===== src/rtl/mant_mul_seq.sv =====
// Radix-2 shift-add multiplier for unsigned FP mantissas (hidden bit included).
// Produces the exact 2*WIDTH-bit product over WIDTH RUN cycles with a start/ready/valid handshake.
module mant_mul_seq #(
  parameter int WIDTH = 24,
  parameter int CNT_W = 5
) (
  input  logic                 in_clk,
  input  logic                 in_rst_n,
  input  logic                 in_start,
  input  logic [WIDTH-1:0]     in_multiplicand,
  input  logic [WIDTH-1:0]     in_multiplier,
  output logic                 out_ready,
  output logic                 out_busy,
  output logic                 out_valid,
  output logic [2*WIDTH-1:0]   out_product,
  output logic                 out_norm
);

  localparam int PW = 2*WIDTH + 1;
  localparam logic [CNT_W-1:0] LAST = CNT_W'(WIDTH-1);

  typedef enum logic [1:0] {IDLE = 2'd0, RUN = 2'd1, DONE = 2'd2} state_t;

  state_t           state, state_next;
  logic [CNT_W-1:0] cnt;
  logic [WIDTH-1:0] a_reg;
  logic [PW-1:0]    p_reg;
  logic [PW-1:0]    p_step;
  logic             accept;
  logic             last_step;

  // P is {carry, hi, lo}; the carry is always 0 on entry to a step, so folding
  // it into the upper addend is the same as zero-extending hi.
  function automatic logic [PW-1:0] shift_add_step(input logic [PW-1:0]    p,
                                                   input logic [WIDTH-1:0] a);
    logic [WIDTH:0] sum;
    sum = p[PW-1:WIDTH] + (p[0] ? {1'b0, a} : '0);
    return {sum, p[WIDTH-1:0]} >> 1;
  endfunction

  assign accept    = in_start && (state != RUN);
  assign last_step = (state == RUN) && (cnt == LAST);
  assign p_step    = shift_add_step(p_reg, a_reg);

  always_ff @(posedge in_clk or negedge in_rst_n) begin
    if (!in_rst_n) begin
      state <= IDLE;
    end else begin
      state <= state_next;
    end
  end

  always_comb begin
    state_next = state;
    out_ready  = 1'b1;
    out_busy   = 1'b0;
    out_valid  = 1'b0;
    case (state)
      IDLE: begin
        if (in_start) state_next = RUN;
      end
      RUN: begin
        out_ready = 1'b0;
        out_busy  = 1'b1;
        if (cnt == LAST) state_next = DONE;
      end
      DONE: begin
        out_valid  = 1'b1;
        state_next = in_start ? RUN : IDLE;
      end
      default: state_next = IDLE;
    endcase
  end

  // Operand latch on accept, one shift-add step per RUN cycle, result capture on the last step.
  always_ff @(posedge in_clk or negedge in_rst_n) begin
    if (!in_rst_n) begin
      cnt         <= '0;
      a_reg       <= '0;
      p_reg       <= '0;
      out_product <= '0;
      out_norm    <= 1'b0;
    end else begin
      if (accept) begin
        a_reg <= in_multiplicand;
        p_reg <= {1'b0, {WIDTH{1'b0}}, in_multiplier};
        cnt   <= '0;
      end else if (state == RUN) begin
        p_reg <= p_step;
        cnt   <= cnt + 1'b1;
      end
      if (last_step) begin
        out_product <= p_step[2*WIDTH-1:0];
        out_norm    <= p_step[2*WIDTH-1];
      end
    end
  end

endmodule


===== config.mk =====
export PLATFORM = sky130hd
export DESIGN_NAME = mant_mul_seq
export DESIGN_NICKNAME = d
export VERILOG_FILES = /design/src/rtl/mant_mul_seq.sv
export SDC_FILE = /design/constraint.sdc
export NUM_CORES = 1
export LEC_CHECK = 0
export ABC_AREA = 1
export ABC_CLOCK_PERIOD_IN_PS = 2850
export CORE_AREA = 2 2 135 137
export CTS_CLUSTER_SIZE = 30
export DETAILED_ROUTE_END_ITERATION = 12
export DIE_AREA = 0 0 137 139
export GPL_TIMING_DRIVEN = 0
export SYNTH_ARGS = -nofsm -noshare
export SYNTH_HDL_FRONTEND = slang
export SYNTH_SLANG_ARGS = --single-unit

===== constraint.sdc =====
create_clock -name in_clk -period 2.85 [get_ports in_clk]
set_clock_uncertainty 0.15 [all_clocks]
set_input_delay 0.57 -clock in_clk [delete_from_list [all_inputs] [get_ports in_clk]]
set_output_delay 0.57 -clock in_clk [all_outputs]
set_load 0.005 [all_outputs]

Yosys cells after proc, flatten, opt, wreduce, memory -nomap -nowiden. Index checks and enable logic that the tools add are counted.

Eq/ne operators: 6. Add/sub/neg operators: 2. Muxes and demuxes: 12. Reduce and logical (&&, ||, !) cells: 5.

Operator list (count): $mux 49 (2); $add 25x24->25 (1); $mux 24 (1); $mux 5 (2); $pmux 2 s3 (1); $add 5x1->5 const B (1); $eq 5x5->1 const B (1); $mux 1 (4); $mux 2 (2); $ne 2x2->1 const B (2); $eq 2x1->1 const B (1); $eq 2x2->1 const B (1); $logic_and 1x1->1 (2); $logic_not 2->1 (1); $ne 2x1->1 const B (1); $reduce_and 2->1 (1); $reduce_bool 2->1 (1).

Output and inout port bits: 52. Logic and storage cells: 31. Register bits after elaboration: 129. Input port bits: 51.

Logic depth before layout (Yosys ltp).
Word-level depth: 4. Mapped depth: 17. Gate-level depth less buffers: 15.

Least setup slack after synthesis. Ideal clock, no wire load.

Path kind: flip-flop to flip-flop. Start point: reg p_reg[0]. End point: reg p_reg[47]. Setup slack: 0.644 ns. Path buffers: 2. Stages on the path, launching flop included: 16. Clock period less this slack: 2.206 ns. Setup time: 0.117 ns. Arrival: 1.939 ns. Required time: 2.583 ns. Cells stage by stage: dfrtp_1 > clkbuf_1 > clkbuf_1 > nand2_1 > inv_1 > ha_1 > nand2_1 > inv_1 > a21oi_2 > nor2_1 > nor2_1 > nand2_1 > nand2_1 > nand2_1 > nand2_1 > nand2_1.

Word-level cells in the longest chain between the ends: 4.

Ends and longest elaborated chain: start, declared (line 27) `logic [PW-1:0] p_reg;`; start signal, assigned (line 86) `p_reg <= {1'b0, {WIDTH{1'b0}}, in_multiplier};`; start signal, assigned (line 89) `p_reg <= p_step;`; $mux 24 (line 37) `sum = p[PW-1:WIDTH] + (p[0] ? {1'b0, a} : '0);`; $add 25x24->25 (line 37); $mux 49 (line 88) `end else if (state == RUN) begin`; $mux 49 (line 84) `if (accept) begin`.

Every way passes these cells. The select of a mux whose other input is x is not followed. A chain may end at the register's enable or synchronous reset.

Worst setup path in the final report.
Start point: reg state[1]. End point: out out_busy.

Word-level cells in the longest chain between the ends: 2.

Ends and longest elaborated chain: start, declared (line 24) `state_t state, state_next;`; start signal, assigned (line 49) `state <= state_next;`; $eq 2x1->1 (line 58) `case (state)`; $mux 1 (line 58); end, declared (line 13) `output logic out_busy,`.

Every way passes these cells.

==> flow_summary.json <==
{
  "synth-seq-cells": 127,
  "avgSynthCellArea_um2": 7.452,
  "start_util": 0.3891,
  "synthToLayoutAreaGrowth_pct": 28.25,
  "synth_top_cell_by_area": "dfrtp_1",
  "first_iter_violations": 453,
  "cts.clk_slew.worst_paths_ns": 0.06,
  "vias_per_cell": 4.733,
  "routabilityCongestion": 0.9196,
  "comb_power_share": 0.434,
  "r2r-end": "out_product[47]$_DFFE_PN0P_",
  "power_density_nw_per_um2": 1066,
  "synthXorXnorAreaFrac": 0.008924,
  "synth-simple-area-share": 0.3129,
  "hold_violations": 0,
  "status": "finished clean",
  "grt_pass1_wl_mm": 30.37,
  "p_int_mw": 5.735,
  "crit_chain": "inv_1 -> nand2_2 -> inv_2 -> buf_2 -> clkdlybuf4s50_1",
  "num_vias": 6087,
  "arrival_ns": 2.01,
  "r2r_slack_ns": 0.32,
  "synthMuxAreaShare": 0.001457,
  "setup_ws_ns": 0.1208,
  "hp-class": "reg -> reg",
  "worstSkewPairLatency_ns": 0.42,
  "antenna_found_initial": 0,
  "drc": 0,
  "post-route-period-util": 0.9576,
  "root_buffer": "clkbuf_16",
  "max_cap_viol_count": 0,
  "cts_sinks": 127,
  "rsz0062_at_grt": "false",
  "synth_area_um2": 6870,
  "synth_top_family_by_area": "simple AND/OR/NAND/NOR gates",
  "finalSetupViolCount": 0,
  "dpl.hpwl_mm": 13.99,
  "first_pass_iters": 5,
  "synthCells": 922,
  "peakVddDrop_v": 0.0005040,
  "routedWlPerCell_um": 14.29,
  "fin_nets": 1121,
  "yosys-top-cells-area": "dfrtp_1, nand2_1, inv_1, ha_1, nand3_1",
  "die_h_um": 139,
  "r2r_cells": 14,
  "r2r_start": "p_reg[0]$_DFFE_PN0P_",
  "fin_total_pwr_mw": 9.396,
  "critPathRequiredTime_ns": 2.13,
  "numCtsBuffers": 17,
  "cts_tree": "built",
  "syn_nets": 999,
  "seqPwrFrac": 0.331,
  "antenna_cells": 0,
  "port_buffers": 102,
  "fillers": 1782,
  "post-cts-setup-buffer-count": 0,
  "worstMarginPinSlew_ns": 0.5912,
  "crit_start": "state[1]$_DFFE_PN0P_",
  "place_ws_ns": 0.08666,
  "endpoint": "out_busy",
  "die_area_um2": 19040,
  "grt_util_all_layers": 0.2060,
  "path_class": "reg -> out",
  "synth_compound_area_frac": 0.06920,
  "final-max-slew-violation-count": 0,
  "ios": 103,
  "h-tree-depth": 4,
  "switchingPower_mw": 3.661,
  "crit_slowest_cell": "clkdlybuf4s50_1",
  "power_switching_share": 0.3896,
  "multi_input_area_um2": 3029,
  "slowest_delay_ns": 0.55,
  "final_layout_size_suffix_gt1_frac": 0.07285,
  "relSlewSlack": 0.6059,
  "fmax_mhz": 366.4,
  "yosys.cell_types.count": 34,
  "drtAntennaViolNets": 0,
  "core-area_um2": 17660,
  "netlist.area_leader.share": 0.4626,
  "power_leakage_nw": 4.647,
  "fp.dieW_um": 137,
  "row_count": 49,
  "grt_pass1_vias": 6027,
  "yosysSeqAreaShare": 0.4626,
  "grt_max_degree": 66,
  "cp_max_fo": 10,
  "critPathLaunchType": "flop",
  "synth_fa_ha_area_frac": 0.04844,
  "cts_buffer_depth": 2,
  "cp-end-kind": "output pin",
  "fin_crit_ns": 2.729,
  "wirelength_mm": 18.38,
  "ys.warnings.count": 0,
  "regArea_um2": 3178,
  "grt_overflow": 0,
  "power_frac_clock": 0.235
}
[worst max-delay path, delay by kind of cell (launching register included)]
kind	cells	cell delay [ns]
flip-flops	1	0.36
AND/OR/NAND/NOR	1	0.11
buffers and inverters	4	1.11
[synthesized netlist by cell type, drive strengths merged]
cell type	count
fa	1
nand3b	8
buf	22
o221ai	17
mux2i	1
a22o	2
xnor2	4
nand3	51
o21ai	38
clkbuf	8
o22ai	1
a21oi	12
nor2	40
inv	129
xor2	3
o211ai	5
or2	3
dfrtp	127
nor3	6
nand2	413
nand4	5
and2	1
ha	25
[cell usage in the layout (no fill, tap or decap), types with 2 or more instances in the layout]
cell type / count
clkbuf_16: 17
inv_2: 4
nand2_2: 8
nand3_1: 50
nor2_1: 35
nand3b_1: 8
or2_1: 3
nor3_1: 6
buf_2: 11
clkinvlp_4: 3
clkbuf_1: 5
dfrtp_1: 127
bufinv_16: 2
a22o_1: 2
o211ai_1: 5
o221ai_1: 17
nor2_4: 2
o21ai_1: 9
clkbuf_2: 3
ha_1: 25
clkdlybuf4s50_1: 101
nand4_1: 5
nand2_1: 405
nor2_2: 3
buf_4: 6
xnor2_1: 4
inv_6: 5
o21ai_0: 28
inv_1: 125
buf_6: 5
a21oi_1: 11
xor2_1: 3
[stage by stage]
| step | util | area, µm² | hold WS, ns | cells | TNS (ns) |
|---|---|---|---|---|---|
| 3_3_place_gp | 0.4632 | 8178 | 0.3056 | 1253 | -510.46 |
| 5_1_grt | 0.4990 | 8811 | 0.3429 | 1286 | 0 |
| 3_5_place_dp | 0.4648 | 8207 | 0.3095 | 1254 | 0 |
| 4_1_cts | 0.4990 | 8811 | 0.3242 | 1287 | 0 |
| 2_1_floorplan | - | 6870 | 0.1244 | 922 | 0 |
| 6_report | 0.4990 | 8811 | 0.3185 | 1286 | 0 |
[area by class of cell]
cell class | instances | share of cell area
clock inverters | 13 | 0.01718
well taps | 229 | 0.03252
clock buffers | 19 | 0.05027
plain buffers | 29 | 0.02031
inverters | 129 | 0.05496
repair buffers | 104 | 0.1203
flip-flops and latches | 127 | 0.3607
multi-input cells | 636 | 0.3438
[power by group through the flow]
stage | logic, mW | registers, mW | clock network, mW
after detailed placement | 4.11 | 3.12 | 0
after global placement | 4.04 | 3.11 | 0
final | 4.07 | 3.11 | 2.21
after CTS | 4.13 | 3.10 | 2.23
after floorplan | 2.54 | 3.05 | 0
after global routing | 4.65 | 3.21 | 2.33
[how the worst min path moves through the flow]
stage / start / to / slack [ns] / cells past startpoint
global route: a_reg[1]$_DFFE_PN0P_ / a_reg[1]$_DFFE_PN0P_ / 0.34 / 2
CTS: a_reg[2]$_DFFE_PN0P_ / a_reg[2]$_DFFE_PN0P_ / 0.32 / 2
finish: a_reg[13]$_DFFE_PN0P_ / a_reg[13]$_DFFE_PN0P_ / 0.32 / 2
floorplan: in_rst_n / a_reg[0]$_DFFE_PN0P_ / 0.12 / 0
global placement: a_reg[14]$_DFFE_PN0P_ / a_reg[14]$_DFFE_PN0P_ / 0.31 / 2
detailed placement: a_reg[2]$_DFFE_PN0P_ / a_reg[2]$_DFFE_PN0P_ / 0.31 / 2
[cells by family after synthesis]
logic type	count (synthesis)
AO/OA/AOI/OAI	75
adder cells (fa/ha/maj)	26
XOR/XNOR	7
multiplexers	1
AND/OR/NAND/NOR	527
flip-flops	127
buffers and inverters	159
[repair_timing]
item,4_1_cts,5_1_grt
gates resized for setup,0,6
hold endpoints to repair,12,0
hold buffers,1,0
setup endpoints to repair,0,29
[layer usage]
metal  share of wire  routed length [µm]  global-route usage
met1            0.50                9148              0.2987
met2            0.44                8111              0.3051
met3           0.040                 734             0.04532
met4           0.021                 386             0.06674
met5               0                   0                   0
Power figures use the tool's default switching activity.
